File: src/rtl/risc16_prog_loader_pkg.sv
// Shared definitions for the RiSC16 program loader: FSM state encoding and
// the default post-programming reset stretch.
package risc16_prog_loader_pkg;

    typedef enum logic [2:0] {
        S_IDLE   = 3'd0,
        S_ACCEPT = 3'd1,
        S_WRITE  = 3'd2,
        S_FLUSH  = 3'd3,
        S_RUN    = 3'd4,
        S_ERROR  = 3'd5
    } state_t;

    localparam int RST_CYCLES_DEF = 2;

    // Width of a counter that must hold values 0..n-1 (at least one bit).
    function automatic int cnt_width(input int n);
        return (n > 1) ? $clog2(n) : 1;
    endfunction

endpackage

File: src/rtl/risc16_prog_loader_if.sv
// Word-stream input and instruction-memory write bus between a host, the
// program loader and the RiSC16 system.
interface risc16_prog_loader_if #(parameter int WORD_LENGTH = 16);

    logic                   in_valid;
    logic [WORD_LENGTH-1:0] in_data;
    logic                   in_last;
    logic                   in_ready;
    logic                   pen;
    logic [WORD_LENGTH-1:0] addr;
    logic [WORD_LENGTH-1:0] instr;
    logic                   sys_rst;
    logic                   done;
    logic                   err;

    modport master (
        output in_valid, in_data, in_last,
        input  in_ready, pen, addr, instr, sys_rst, done, err
    );

    modport slave (
        input  in_valid, in_data, in_last,
        output in_ready, pen, addr, instr, sys_rst, done, err
    );

endinterface

File: src/rtl/risc16_loader_cksum.sv
// Modular sum of the program words written by the loader, compared against
// the trailing checksum word. Only built with LOADER_CHECKSUM_EN.
module risc16_loader_cksum #(
    parameter int WORD_LENGTH = 16
) (
    input  logic                   clk,
    input  logic                   rst,
    input  logic                   clr,
    input  logic                   add,
    input  logic [WORD_LENGTH-1:0] word,
    output logic                   match
);

    logic [WORD_LENGTH-1:0] sum;

    always_ff @(posedge clk or negedge rst) begin
        if (!rst)
            sum <= '0;
        else if (clr)
            sum <= '0;
        else if (add)
            sum <= sum + word;
    end

    // Same input word serves as addend in data phase and reference in check phase.
    assign match = (sum == word);

endmodule

File: src/rtl/risc16_prog_loader.sv
// Streams program words into RiSC16 instruction memory, then releases the
// system from reset. Optional trailing checksum: define LOADER_CHECKSUM_EN.
module risc16_prog_loader
    import risc16_prog_loader_pkg::*;
#(
    parameter int                     WORD_LENGTH = 16,
    parameter logic [WORD_LENGTH-1:0] BASE_ADDR   = '0,
    parameter int                     RST_CYCLES  = RST_CYCLES_DEF
) (
    input  logic                clk,
    input  logic                rst,
    input  logic                start,
    risc16_prog_loader_if.slave lif
);

    // RST_CYCLES below 1 behaves as 1: FLUSH always lasts at least one cycle.
    localparam int           CW       = cnt_width(RST_CYCLES);
    localparam logic [CW-1:0] CNT_LAST = (RST_CYCLES > 1) ? CW'(RST_CYCLES - 1) : '0;

    state_t                 state, state_n;
    logic [WORD_LENGTH-1:0] addr_q, addr_n;
    logic [WORD_LENGTH-1:0] instr_q, instr_n;
    logic                   last_q, last_n;
    logic [CW-1:0]          cnt, cnt_n;
    logic                   pen_q, pen_n;
    logic                   rdy_q, srst_q, done_q, err_q;

`ifdef LOADER_CHECKSUM_EN
    logic ckph, ckph_n;
    logic ck_clr, ck_add, ck_match;

    risc16_loader_cksum #(.WORD_LENGTH(WORD_LENGTH)) u_cksum (
        .clk   (clk),
        .rst   (rst),
        .clr   (ck_clr),
        .add   (ck_add),
        .word  (lif.in_data),
        .match (ck_match)
    );
`endif

    always_ff @(posedge clk or negedge rst) begin
        if (!rst) begin
            state   <= S_IDLE;
            addr_q  <= BASE_ADDR;
            instr_q <= '0;
            last_q  <= 1'b0;
            cnt     <= '0;
            pen_q   <= 1'b0;
            rdy_q   <= 1'b0;
            srst_q  <= 1'b1;
            done_q  <= 1'b0;
            err_q   <= 1'b0;
`ifdef LOADER_CHECKSUM_EN
            ckph    <= 1'b0;
`endif
        end else begin
            state   <= state_n;
            addr_q  <= addr_n;
            instr_q <= instr_n;
            last_q  <= last_n;
            cnt     <= cnt_n;
            // Outputs are decoded from the next state so they leave the flops aligned with it.
            pen_q   <= pen_n;
            rdy_q   <= (state_n == S_ACCEPT);
            srst_q  <= (state_n != S_RUN);
            done_q  <= (state_n == S_RUN);
            err_q   <= (state_n == S_ERROR);
`ifdef LOADER_CHECKSUM_EN
            ckph    <= ckph_n;
`endif
        end
    end

    always_comb begin
        state_n = state;
        addr_n  = addr_q;
        instr_n = instr_q;
        last_n  = last_q;
        cnt_n   = cnt;
`ifdef LOADER_CHECKSUM_EN
        ckph_n  = ckph;
        ck_clr  = 1'b0;
        ck_add  = 1'b0;
`endif
        case (state)
            S_IDLE, S_RUN, S_ERROR: begin
                if (start) begin
                    state_n = S_ACCEPT;
                    addr_n  = BASE_ADDR;
                    cnt_n   = '0;
`ifdef LOADER_CHECKSUM_EN
                    ckph_n  = 1'b0;
                    ck_clr  = 1'b1;
`endif
                end
            end
            S_ACCEPT: begin
                if (lif.in_valid) begin
`ifdef LOADER_CHECKSUM_EN
                    if (ckph) begin
                        ckph_n  = 1'b0;
                        cnt_n   = '0;
                        state_n = ck_match ? S_FLUSH : S_ERROR;
                    end else begin
                        instr_n = lif.in_data;
                        last_n  = lif.in_last;
                        ck_add  = 1'b1;
                        state_n = S_WRITE;
                    end
`else
                    instr_n = lif.in_data;
                    last_n  = lif.in_last;
                    state_n = S_WRITE;
`endif
                end
            end
            S_WRITE: begin
                if (last_q) begin
`ifdef LOADER_CHECKSUM_EN
                    ckph_n  = 1'b1;
                    state_n = S_ACCEPT;
`else
                    cnt_n   = '0;
                    state_n = S_FLUSH;
`endif
                end else if (&addr_q) begin
                    // More words would wrap past the top of memory.
                    state_n = S_ERROR;
                end else begin
                    addr_n  = addr_q + WORD_LENGTH'(1);
                    state_n = S_ACCEPT;
                end
            end
            S_FLUSH: begin
                if (cnt == CNT_LAST)
                    state_n = S_RUN;
                else
                    cnt_n = cnt + CW'(1);
            end
            default: state_n = S_IDLE;
        endcase

        pen_n = (state_n == S_WRITE) || (state_n == S_ACCEPT);
`ifdef LOADER_CHECKSUM_EN
        if (ckph_n)
            pen_n = 1'b0;
`endif
    end

    assign lif.in_ready = rdy_q;
    assign lif.pen      = pen_q;
    assign lif.addr     = addr_q;
    assign lif.instr    = instr_q;
    assign lif.sys_rst  = srst_q;
    assign lif.done     = done_q;
    assign lif.err      = err_q;

endmodule

File: src/flat_wrapper.sv
// flat-port wrapper written by rule: the top's interface ports become plain ports
module risc16_prog_loader_flat import risc16_prog_loader_pkg::*;
#(
    parameter int                     WORD_LENGTH = 16,
    parameter logic [WORD_LENGTH-1:0] BASE_ADDR   = '0,
    parameter int                     RST_CYCLES  = RST_CYCLES_DEF
)
  (clk, rst, start, lif_in_valid, lif_in_data, lif_in_last, lif_in_ready, lif_pen, lif_addr, lif_instr, lif_sys_rst, lif_done, lif_err);
  risc16_prog_loader_if #(.WORD_LENGTH(WORD_LENGTH)) lif_i ();
  input  logic clk;
  input  logic rst;
  input  logic start;
  input wire logic [$bits(lif_i.in_valid)-1:0] lif_in_valid;
  input wire logic [$bits(lif_i.in_data)-1:0] lif_in_data;
  input wire logic [$bits(lif_i.in_last)-1:0] lif_in_last;
  output wire logic [$bits(lif_i.in_ready)-1:0] lif_in_ready;
  output wire logic [$bits(lif_i.pen)-1:0] lif_pen;
  output wire logic [$bits(lif_i.addr)-1:0] lif_addr;
  output wire logic [$bits(lif_i.instr)-1:0] lif_instr;
  output wire logic [$bits(lif_i.sys_rst)-1:0] lif_sys_rst;
  output wire logic [$bits(lif_i.done)-1:0] lif_done;
  output wire logic [$bits(lif_i.err)-1:0] lif_err;
  assign lif_i.in_valid = lif_in_valid;
  assign lif_i.in_data = lif_in_data;
  assign lif_i.in_last = lif_in_last;
  assign lif_in_ready = lif_i.in_ready;
  assign lif_pen = lif_i.pen;
  assign lif_addr = lif_i.addr;
  assign lif_instr = lif_i.instr;
  assign lif_sys_rst = lif_i.sys_rst;
  assign lif_done = lif_i.done;
  assign lif_err = lif_i.err;
  risc16_prog_loader #(.WORD_LENGTH(WORD_LENGTH), .BASE_ADDR(BASE_ADDR), .RST_CYCLES(RST_CYCLES)) u_core (.clk(clk), .rst(rst), .start(start), .lif(lif_i));
endmodule
File: config.mk
export PLATFORM = sky130hd
export DESIGN_NAME = risc16_prog_loader_flat
export DESIGN_NICKNAME = d
export VERILOG_FILES = /design/src/rtl/risc16_prog_loader_pkg.sv /design/src/rtl/risc16_prog_loader_if.sv /design/src/rtl/risc16_loader_cksum.sv /design/src/rtl/risc16_prog_loader.sv /design/src/flat_wrapper.sv
export SDC_FILE = /design/constraint.sdc
export NUM_CORES = 1
export LEC_CHECK = 0
export BUFFER_PORTS_ARGS = -buffer_cell sky130_fd_sc_hd__buf_2
export CORE_MARGIN = 3
export CORE_UTILIZATION = 25
export DETAILED_ROUTE_END_ITERATION = 6
export SYNTH_ARGS = -nofsm -noshare
export SYNTH_HDL_FRONTEND = slang
export SYNTH_HIERARCHICAL = 1
export SYNTH_SLANG_ARGS = --single-unit
File: constraint.sdc
create_clock -name clk -period 3.7 [get_ports clk]
set_input_delay 1.11 -clock clk [delete_from_list [all_inputs] [get_ports clk]]
set_output_delay 1.11 -clock clk [all_outputs]
set_load 0.03 [all_outputs]
Yosys cells after proc, flatten, opt, wreduce, memory -nomap -nowiden
Index checks and enable logic that the tools add are counted.
W data, S select, Z words.

storage, ports and cells
  register bits = 42
  bits of input ports = 21
  word-level logic and storage cells = 49

operators by class
  add/subtract/negate cells = 2
  equality and inequality tests = 14
  multiplexer cells = 14
  reduce and logical (&&, ||, !) cells = 9

operator list
  operator                 count
  $mux W16                 3
  $pmux W16 S2             1
  $add A16 B1 Y16 const B  1
  $reduce_and A16 Y1       1
  $mux W3                  5
  $eq A3 B3 Y1 const B     4
  $pmux W3 S4              1
  $eq A3 B2 Y1 const B     3
  $eq A3 B1 Y1 const B     2
  $ne A2 B2 Y1 const B     3
  $reduce_and A4 Y1        1
  $logic_not A3 Y1         1
  $mux W1                  3
  $ne A3 B3 Y1 const B     1
  $pmux W1 S3              1
  $reduce_and A3 Y1        1
  $reduce_bool A3 Y1       1
  $reduce_or A3 Y1         1
  $ne A2 B1 Y1 const B     1
  $reduce_and A2 Y1        1
  $reduce_bool A2 Y1       1
  $add A1 B1 Y1 const B    1
  $logic_or A1 B1 Y1       1

Depth between registers and ports, before layout
Gate-level depths: netlist (run 1).

  depth in word-level cells = 6
  gate-level depth with buffers = 8

Worst setup path before layout (run 1)
No wires, ideal clock.

  path kind = in2reg
  start point = in lif_in_valid
  end point = reg u_core.last_q
  library setup time = 0.125 ns
  data arrival time = 2.219 ns
  setup slack = 1.356 ns
  cell stages on the path = 4
  cell sequence = nand2b_1 nor2_1 buf_2 mux2_2

on the way
  word-level cells in the longest chain between the ends = 1

ends and longest elaborated chain
  element                             RTL line                  text
  from (decl)                         flat_wrapper.sv:13        input wire logic [$bits(lif_i.in_valid)-1:0] lif_in_valid;
  $reduce_and A2 Y1 (no source line)  --
  to (signal assigned)                risc16_prog_loader.sv:61  last_q <= last_n;
  to (decl)                           risc16_prog_loader.sv:23  logic last_q, last_n;

No other way between the ends.
A chain may end at the register's enable or synchronous reset.

Final worst setup path (run 1)
  start point = reg u_core.state[1]
  end point = reg u_core.addr_q[8] (netlist: u_core/lif.addr[8])

on the way
  word-level cells in the longest chain between the ends = 4
  elaborated cells between the ends (all ways) = 11
  classes of those cells = 6 x eq/ne; 1 x mux; 4 x reduce/logical

ends and longest elaborated chain
  element                                                              RTL line                  text
  from (decl)                                                          risc16_prog_loader.sv:20  state_t state, state_n;
  from (signal assigned)                                               risc16_prog_loader.sv:58  state <= state_n;
  $eq A3 B3 Y1 or $logic_not A3 Y1 (tied branches)                     risc16_prog_loader.sv:86  case (state)
  $reduce_or A3 Y1                                                     risc16_prog_loader.sv:86
  $ne A2 B2 Y1 (no source line) or $reduce_bool A2 Y1 (tied branches)  --
  $reduce_and A4 Y1 (no source line)                                   --
  to (signal assigned)                                                 risc16_prog_loader.sv:59  addr_q <= addr_n;
  to (decl)                                                            risc16_prog_loader.sv:21  logic [WORD_LENGTH-1:0] addr_q, addr_n;

Parallel ways exist; a longest one is shown, timed or not.

==> results of run 1 <==
flip-flops by register name, indices dropped and copies added, names as in the netlist:
name and count:
u_core/cnt 1, u_core/last_q 1, u_core/lif.addr 16, u_core/lif.done 1
u_core/lif.err 1, u_core/lif.in_ready 1, u_core/lif.instr 16, u_core/lif.pen 1
u_core/lif.sys_rst 1, u_core/state 3
path summary, 6_finish.rpt:
check,slack [ns],endpoint
hold reg to reg,0.49,u_core/lif.instr[8]
setup reg to reg,1.52,u_core/lif.addr[8]
max in group asynchronous,2.16,u_core/cnt
min in group asynchronous,0.96,u_core/lif.addr[6]
hold / removal,0.49,u_core/lif.instr[8]
setup / recovery,1.52,u_core/lif.addr[8]
cells in the mapped netlist (all sizes together) (5+ instances only):
cell type / count
mux2: 17
nand2: 12
a21oi: 8
o21ai: 11
nand3: 6
dfrtp: 41
inv: 6
nor2: 17
buf: 5
worst max-delay path, cell delays in order (launching register included):
cell and delay (ns):
dfrtp_1 0.55, or3b_1 0.56, o22ai_4 0.26, o21ai_2 0.17, or4_1 0.43, a21oi_1 0.15
power groups by stage:
stage	combinational [mW]	sequential, mW	clock, mW
2_1_floorplan	0.379	0.937	0
3_3_place_gp	0.776	0.727	0
3_5_place_dp	0.785	0.726	0
4_1_cts	0.785	0.723	0.471
5_1_grt	0.839	0.745	0.485
6_report	0.773	0.719	0.454
layout make-up:
| type | count | area, µm² | area share |
|---|---|---|---|
| clock buffers | 6 | 82.6 | 0.0330 |
| clock inverters | 2 | 60.1 | 0.0240 |
| inverters | 6 | 22.5 | 0.00899 |
| multi-input cells | 128 | 872 | 0.348 |
| flip-flops and latches | 42 | 1050 | 0.420 |
| well taps | 99 | 124 | 0.0494 |
| repair buffers | 58 | 293 | 0.117 |
cells by family after synthesis:
| family | synth area share |
|---|---|
| AOI/OAI and AO/OA | 0.137 |
| xor gates and xnor gates | 0.0264 |
| adders and majority gates | 0.00628 |
| buffers and inverters | 0.0333 |
| DFF | 0.529 |
| muxes | 0.0962 |
| and+or+nand+nor | 0.172 |
layer usage:
layer	track usage	vias to the layer above
met1	0.132	768
met3	0.0324	5
met4	0.0433	0
met2	0.169	54
li1	-	779
met5	0	-
through the flow:
stage               instances  hold slack [ns]
floorplan                 181            0.495
global placement          333            0.469
detailed placement        333            0.471
CTS                       341            0.490
global route              341            0.503
finish                    341            0.485
==> results.py, run 1 <==
metrics = {
    "run_status": {
        "outcome": "finished, final reports clean",
    },
    "floorplan": {
        "core_region_area_mm2": 0.00749,
        "dieArea_mm2": 0.00907,
        "die_w_um": 95.2,
        "die_h_um": 95.2,
        "ios": 58,
        "num_rows": 31,
        "start_util": 0.266,
    },
    "drt": {
        "route.met2.wl_mm": 2.12,
        "vias": 1606,
        "routed_wl_mm": 4.46,
        "dr_wl_met3_um": 318,
        "drc": 0,
        "met1Wirelength_mm": 1.97,
        "drtAntennaViolNets": 0,
        "via_per_inst": 4.71,
        "drtIter0Drc": 101,
        "dr.max_layer_used": "met4",
        "wl_per_cell_um": 13.1,
        "firstDrtPassIters": 5,
    },
    "placed_design": {
        "place.port_buffers": 57,
        "post-place-ws_ns": 1.34,
        "dpl_cell_area_mm2": 0.00236,
        "dp_hpwl_mm": 3.22,
        "globalplace.congestion": 0.865,
    },
    "synthesis": {
        "ys_seq_area_frac": 0.529,
        "async_reset_ff_frac": 1.00,
        "syn-cell-area_mm2": 0.00199,
        "synth_cells": 181,
        "synth_top_area_frac": 0.515,
        "synthTopCellsByArea": "dfrtp_1, mux2_2, mux2_1",
        "synthFlopType": "dfrtp_1",
        "synth_fp_nets": 203,
        "synthDistinctLibCells": 43,
        "yosys_warnings": 6,
        "synth_edf_count": 0,
        "ys_ff_latch": 42,
        "synth.avg_cell_area_um2": 11.0,
        "yosys.area.top_type": "dfrtp_1",
    },
    "grt": {
        "antenna_found_initial": 0,
        "grt_pass1_wl_mm": 7.44,
        "grt_start_max_net_pins": 43,
        "grt_usage": 0.105,
        "grt_pass1_vias": 1571,
        "overflow": 0,
    },
    "final_layout": {
        "drive_gt1_frac": 0.347,
        "layout_commonest_cell": "buf_2",
        "num_antenna_cells": 0,
        "layout_common_cells": "buf_2, dfrtp_1, nor2_1",
        "area_delta_synth_final_pct": 25.9,
        "finalNetCount": 263,
        "utilization": 0.335,
        "stdcell_area_mm2": 0.00251,
        "fill_cells": 760,
    },
    "worst_setup_path": {
        "crit_arrival_ns": 2.41,
        "crit_required_ns": 3.93,
        "worstSetupPathType": "flop to flop",
        "critPathLaunch": "u_core/state[1]",
        "critPathLaunchType": "flop",
        "worst-path-max-fanout": 14,
        "end_kind": "flop",
        "reg2reg_depth": 5,
        "r2r-start": "u_core/state[1]",
    },
    "pwr": {
        "intPower_mw": 1.17,
        "p_comb_frac": 0.397,
        "seqPwrFrac": 0.369,
        "p_total_mw": 1.95,
        "clkPwrFrac": 0.233,
        "swShare": 0.396,
        "total_leakage_power_nw": 1.12,
        "p_per_area_mw_per_mm2": 776,
        "max-vdd-ir-drop_uv": 389,
        "power.switching_mw": 0.771,
    },
    "cts": {
        "cts_resized": 0,
        "insertion_delay_ns": 0.30,
        "cts_max_level": 2,
        "cts_tree": "yes",
        "clock-sinks": 42,
        "cts_root_buf": "clkbuf_8",
        "cts_hold_buf": 0,
        "clk_pin_slew_worst_paths_ns": 0.08,
        "cts_setup_buffers": 0,
        "cts_max_path_buffers": 2,
        "cts_made_buffers": 5,
    },
    "sta": {
        "rsz0062_at_grt": "no",
        "fin_ws_ns": 1.52,
        "worst_pin_slew_ns": 0.950,
        "fmax_mhz": 459,
        "period_share": 0.589,
        "final-hold-violation-count": 0,
        "tns_ns": 0,
        "slew_headroom": 0.367,
        "fin_crit_ns": 2.18,
        "setup_viol": 0,
        "slew_violations": 0,
        "clock_skew_ns": 0.00901,
    },
    "worst_hold_path": {
        "min_delay_path_depth": 1,
        "worstHoldPathType": "flop to flop",
        "hp-start": "u_core/lif.instr[8]",
    },
    "flow_run": {
        "cap_violations": 0,
    },
}
(Power assumes the default switching activity.)
==> run 2, diff against run 1 <==
--- a/config.mk
+++ b/config.mk
@@ -5,6 +5,7 @@
 export SDC_FILE = /design/constraint.sdc
 export NUM_CORES = 1
 export LEC_CHECK = 0
+export ABC_AREA = 1
 export BUFFER_PORTS_ARGS = -buffer_cell sky130_fd_sc_hd__buf_2
 export CORE_MARGIN = 3
 export CORE_UTILIZATION = 25
==> constraint.sdc (replaced) <==
create_clock -name clk -period 2.1 [get_ports clk]
set_input_delay 0.63 -clock clk [delete_from_list [all_inputs] [get_ports clk]]
set_output_delay 0.63 -clock clk [all_outputs]
set_load 0.03 [all_outputs]
==> results.py, run 2 <==
metrics = {
    "sta": {
        "period_share": 0.838,
        "final-hold-violation-count": 0,
        "setup_viol": 0,
        "hold_ws_ns": 0.271,
        "tns_ns": 0,
        "slew_headroom": 0.623,
        "clock_skew_ns": 0.0108,
        "worst_pin_slew_ns": 0.566,
        "rsz0062_at_grt": "no",
        "fmax_mhz": 568,
        "slew_violations": 0,
        "fin_crit_ns": 1.76,
    },
    "cts": {
        "cts_hold_buf": 0,
        "cts_resized": 0,
        "cts_tree": "yes",
        "cts_max_path_buffers": 2,
        "cts_max_level": 2,
        "cts_root_buf": "clkbuf_8",
        "insertion_delay_ns": 0.30,
        "clock-sinks": 42,
        "cts_made_buffers": 5,
        "clk_pin_slew_worst_paths_ns": 0.09,
        "cts_setup_buffers": 0,
    },
    "run_status": {
        "outcome": "finished, final reports clean",
    },
    "pwr": {
        "power.switching_mw": 1.55,
        "seqPwrFrac": 0.358,
        "p_per_area_mw_per_mm2": 1210,
        "total_leakage_power_nw": 1.40,
        "p_total_mw": 3.26,
        "clkPwrFrac": 0.168,
        "p_comb_frac": 0.475,
        "swShare": 0.476,
        "max-vdd-ir-drop_uv": 644,
        "intPower_mw": 1.71,
    },
    "final_layout": {
        "drive_gt1_frac": 0.243,
        "finalNetCount": 371,
        "layout_commonest_cell": "nand2_1",
        "num_antenna_cells": 0,
        "final_cells": 455,
        "layout_common_cells": "nand2_1, buf_2, dfrtp_1",
        "area_delta_synth_final_pct": 23.5,
    },
    "synthesis": {
        "netlist_top_cells_count": "nand2_1, dfrtp_1, nor2_1",
        "ys_ff_latch": 42,
        "yosys.area.top_type": "dfrtp_1",
        "synth_fp_nets": 309,
        "synth.avg_cell_area_um2": 7.62,
        "async_reset_ff_frac": 1.00,
        "synthTopCellsByArea": "dfrtp_1, nand2_1, nor2_1",
        "synthDistinctLibCells": 30,
        "synth_edf_count": 0,
        "syn-cell-area_mm2": 0.00219,
        "synth_cells": 287,
        "synth_top_area_frac": 0.469,
        "synth_most_common_cell": "nand2_1",
        "synthFlopType": "dfrtp_1",
        "ys_seq_area_frac": 0.481,
        "yosys_warnings": 6,
    },
    "worst_setup_path": {
        "worstSetupPathType": "flop to flop",
        "cpPeakStageDelay_ns": 0.46,
        "crit_required_ns": 2.33,
        "crit_slowest_cell": "a21oi_1",
        "cpLargestDelayFamily": "compound AO/OA/AOI/OAI gates",
        "critPathLaunchType": "flop",
        "end_kind": "flop",
        "r2r_end": "u_core/lif.addr[15]",
        "reg2reg_depth": 8,
        "worst-path-max-fanout": 7,
        "r2r_setup_slack_ns": 0.34,
        "cp_cell_sequence": "ha_1 -> nand2_1 -> nor2_4 -> nand2_2 -> o21ai_4 -> a21oi_1 -> nand2_1 -> nand2_1",
        "path_buf_inv": 0,
        "r2r-start": "u_core/lif.addr[0]",
        "crit_arrival_ns": 1.99,
        "path_common_cell": "nand2_1",
    },
    "floorplan": {
        "core_region_area_mm2": 0.00834,
        "die_w_um": 99.5,
        "ios": 58,
        "start_util": 0.262,
        "die_h_um": 99.5,
        "dieArea_mm2": 0.00991,
        "num_rows": 33,
    },
    "drt": {
        "wl_per_cell_um": 11.3,
        "via_per_inst": 4.18,
        "vias": 1903,
        "routed_wl_mm": 5.15,
        "drtAntennaViolNets": 0,
        "drc": 0,
        "firstDrtPassIters": 4,
        "drtIter0Drc": 108,
    },
    "placed_design": {
        "dp_hpwl_mm": 3.82,
        "dp_cells": 447,
        "place.port_buffers": 57,
        "globalplace.congestion": 0.795,
    },
    "grt": {
        "antenna_found_initial": 0,
        "grt_pass1_wl_mm": 8.75,
        "grt_start_max_net_pins": 26,
        "grt_pass1_vias": 1877,
        "grt_usage": 0.108,
        "overflow": 0,
    },
    "worst_hold_path": {
        "worstHoldPathType": "primary input to async pin",
    },
    "flow_run": {
        "cap_violations": 0,
    },
}
run 2: cell types whose count changed after synthesis, sizes merged, moves of 3 or more:
| cell | before | now |
|---|---|---|
| nand2 | 12 | 133 |
| nor2 | 17 | 41 |
| mux2 | 17 | 0 |
| inv | 6 | 19 |
| nand3 | 6 | 17 |
| o21ai | 11 | 5 |
| nand2b | 4 | 0 |
| nor2b | 4 | 0 |
| o31ai | 4 | 0 |
| a21oi | 8 | 5 |
| nor3 | 4 | 1 |
| o21bai | 0 | 3 |
run 2: final cells by class:
class                      instances  area [µm²]
fill                             913        5640
sequential                        42        1050
multi-input combinational        219        1010
timing repair buffer              60         320
tap                              105         131
inverter                          21        92.6
clock buffer                       5        68.8
clock inverter                     3        25.0
run 2: worst max path at each step:
stage	start	to	cells after the start
after floorplan	u_core/lif.addr[0]	u_core/lif.addr[15]	10
after global placement	u_core/lif.addr[0]	u_core/lif.addr[15]	8
after detailed placement	u_core/lif.addr[0]	u_core/lif.addr[10]	8
after CTS	u_core/lif.addr[0]	u_core/lif.addr[15]	8
after global routing	u_core/lif.addr[0]	u_core/lif.addr[13]	8
final	u_core/lif.addr[0]	u_core/lif.addr[15]	8
run 2: routing by layer:
metal | global-route usage | wire length [µm]
met5 | 0 | 0
met3 | 0.0259 | 320
met2 | 0.170 | 2290
met4 | 0.0189 | 29
met1 | 0.151 | 2510
run 2: cells by family after synthesis:
logic type	Yosys count	share of synthesized area
AND/OR/NAND/NOR	198	0.391
flip-flops	42	0.481
buffers and inverters	26	0.0572
AO/OA/AOI/OAI	14	0.0412
XOR/XNOR	6	0.0240
adder cells (fa/ha/maj)	1	0.00572
run 2: power groups by stage:
stage / sequential (mW) / clock [mW] / combinational, mW
CTS: 1.17 / 0.578 / 1.58
global placement: 1.18 / 0 / 1.56
global route: 1.20 / 0.610 / 1.71
detailed placement: 1.17 / 0 / 1.58
finish: 1.17 / 0.548 / 1.55
floorplan: 1.55 / 0 / 0.808
run 2: metrics by stage:
step / instance area [µm²] / setup slack (ns) / util
after global placement: 2610 / 0.399 / 0.312
final: 2700 / 0.340 / 0.324
after global routing: 2700 / 0.133 / 0.324
after CTS: 2700 / 0.333 / 0.324
after detailed placement: 2610 / 0.362 / 0.312
after floorplan: 2190 / 0.320 / -
run 2: worst register-to-register path: cells and delay by family (launching register included):
family / cells / cell delay, ns
DFF: 1 / 0.44
and+or+nand+nor: 5 / 0.49
adders and majority gates: 1 / 0.24
AOI/OAI and AO/OA: 2 / 0.54
==> run 3, diff against run 2 <==
==> constraint.sdc (replaced) <==
create_clock -name clk -period 1.42 [get_ports clk]
set_input_delay 0.426 -clock clk [delete_from_list [all_inputs] [get_ports clk]]
set_output_delay 0.426 -clock clk [all_outputs]
set_load 0.03 [all_outputs]
==> results.py, run 3 (synthesized netlist as in run 2, its figures left out) <==
metrics = {
    "cts": {
        "clock-sinks": 42,
        "cts_max_path_buffers": 2,
        "cts_max_level": 2,
        "cts_root_buf": "clkbuf_8",
        "insertion_delay_ns": 0.30,
        "cts_hold_buf": 0,
        "cts_tree": "yes",
        "clk_pin_slew_worst_paths_ns": 0.08,
        "cts_made_buffers": 5,
    },
    "sta": {
        "clock_skew_ns": 0.00880,
        "setup_viol": 19,
        "slew_headroom": 0.790,
        "fmax_mhz": 666,
        "worst_pin_slew_ns": 0.313,
        "hold_ws_ns": 0.0914,
        "rsz0062_at_grt": "yes",
        "fin_ws_ns": -0.0817,
        "final-hold-violation-count": 0,
        "slew_violations": 0,
        "fin_crit_ns": 1.50,
        "period_share": 1.06,
    },
    "grt": {
        "antenna_found_initial": 0,
        "grt_start_max_net_pins": 43,
        "overflow": 0,
        "grt_usage": 0.125,
        "grt_pass1_vias": 2054,
        "grt_pass1_wl_mm": 10.1,
    },
    "placed_design": {
        "place.port_buffers": 57,
        "globalplace.congestion": 0.816,
        "post-place-ws_ns": -0.181,
        "dp_hpwl_mm": 4.07,
        "dpl_cell_area_mm2": 0.00283,
    },
    "drt": {
        "via_per_inst": 4.33,
        "wl_per_cell_um": 12.2,
        "routed_wl_mm": 6.10,
        "firstDrtPassIters": 4,
        "drtIter0Drc": 79,
        "vias": 2159,
        "drc": 0,
        "drtAntennaViolNets": 0,
    },
    "pwr": {
        "p_per_area_mw_per_mm2": 1710,
        "max-vdd-ir-drop_uv": 940,
        "total_leakage_power_nw": 1.68,
    },
    "worst_setup_path": {
        "worst-path-max-fanout": 8,
        "cp_cell_sequence": "ha_4 -> nand2_4 -> nor2_4 -> nand2_4 -> o21ai_4 -> nand2_4 -> nand2_8 -> nand2_2 -> nand2_2",
        "cpPeakStageDelay_ns": 0.40,
        "crit_slowest_cell": "dfrtp_2",
        "worstSetupPathType": "flop to flop",
        "path_common_cell": "nand2_4",
        "end_kind": "flop",
        "critPathLaunchType": "flop",
        "crit_required_ns": 1.65,
        "path_buf_inv": 0,
        "cpLargestDelayFamily": "simple AND/OR/NAND/NOR gates",
        "crit_arrival_ns": 1.74,
    },
    "floorplan": {
        "die_h_um": 99.5,
        "core_region_area_mm2": 0.00834,
        "num_rows": 33,
        "die_w_um": 99.5,
        "ios": 58,
        "dieArea_mm2": 0.00991,
        "start_util": 0.262,
    },
    "final_layout": {
        "finalNetCount": 415,
        "fill_cells": 868,
        "area_delta_synth_final_pct": 53.1,
        "layout_commonest_cell": "nand2_1",
        "stdcell_area_mm2": 0.00335,
        "drive_gt1_frac": 0.437,
        "num_antenna_cells": 0,
        "layout_common_cells": "nand2_1, buf_2, dfrtp_1",
    },
    "run_status": {
        "outcome": "complete, but fails checks",
        "failed_checks": "negative setup slack",
    },
    "flow_run": {
        "cap_violations": 0,
    },
    "worst_hold_path": {
        "worstHoldPathType": "primary input to async pin",
    },
}
## run 3: cell count changes in the layout (fill, tap and decap cells not counted), sizes merged
| cell | change |
|---|---|
| buf | +40 |
| bufinv | +1 |
| clkbuf | +2 |
| clkinv | -1 |
| nand2 | +2 |
## run 3: final timing paths
| kind | start | end | slack [ns] | cells after the start |
|---|---|---|---|---|
| max in group asynchronous | rst | u_core/lif.sys_rst | 1.07 | 2 |
| min reg2reg | u_core/lif.instr[8] | u_core/lif.instr[8] | 0.47 | 2 |
| max | u_core/lif.addr[0] | u_core/lif.addr[12] | -0.08 | 9 |
| min in group clk | lif_in_data[8] | u_core/lif.instr[8] | 0.32 | 3 |
| max reg2reg | u_core/lif.addr[0] | u_core/lif.addr[12] | -0.08 | 9 |
| min | rst | u_core/lif.addr[4] | 0.09 | 2 |
## run 3: what timing repair did
action                                  4_1_cts  5_1_grt
buffers inserted                              6        9
endpoints found under the hold margin         0        0
pin swaps                                     7       10
gates cloned                                  3        0
endpoints found under the setup margin       51       36
resized for setup                            59       25
## run 3: report_power, final
part	switching [mW]	leakage, nW	total [mW]	internal, mW
Combinational	2.03	1.09	3.01	0.980
Sequential	0.195	0.532	1.74	1.55
Clock	0.436	0.0514	0.962	0.525
## run 3: cell type report
cell class              instances  area, µm²  area share
repair buffers                101        767       0.229
flip-flops and latches         42       1060       0.318
inverters                      21       92.6      0.0276
clock buffers                   6       72.6      0.0217
repair inverters                1       6.26     0.00187
multi-input cells             221       1180       0.352
clock inverters                 2       37.5      0.0112
well taps                     105        131      0.0392
## run 3: stage by stage
| stage | setup TNS (ns) | power, mW | std cells | utilization |
|---|---|---|---|---|
| floorplan | -2.07 | 3.51 | 287 | - |
| global placement | -1.95 | 4.16 | 473 | 0.339 |
| detailed placement | -2.87 | 4.19 | 473 | 0.339 |
| CTS | -0.598 | 5.66 | 490 | 0.384 |
| global route | -3.02 | 6.08 | 499 | 0.402 |
| finish | -1.16 | 5.71 | 499 | 0.402 |
## run 3: routing by layer
| layer | global-route usage | wire length, µm |
|---|---|---|
| met4 | 0.0210 | 72 |
| met1 | 0.172 | 2830 |
| met2 | 0.202 | 2870 |
| met3 | 0.0316 | 330 |
| met5 | 0 | 0 |
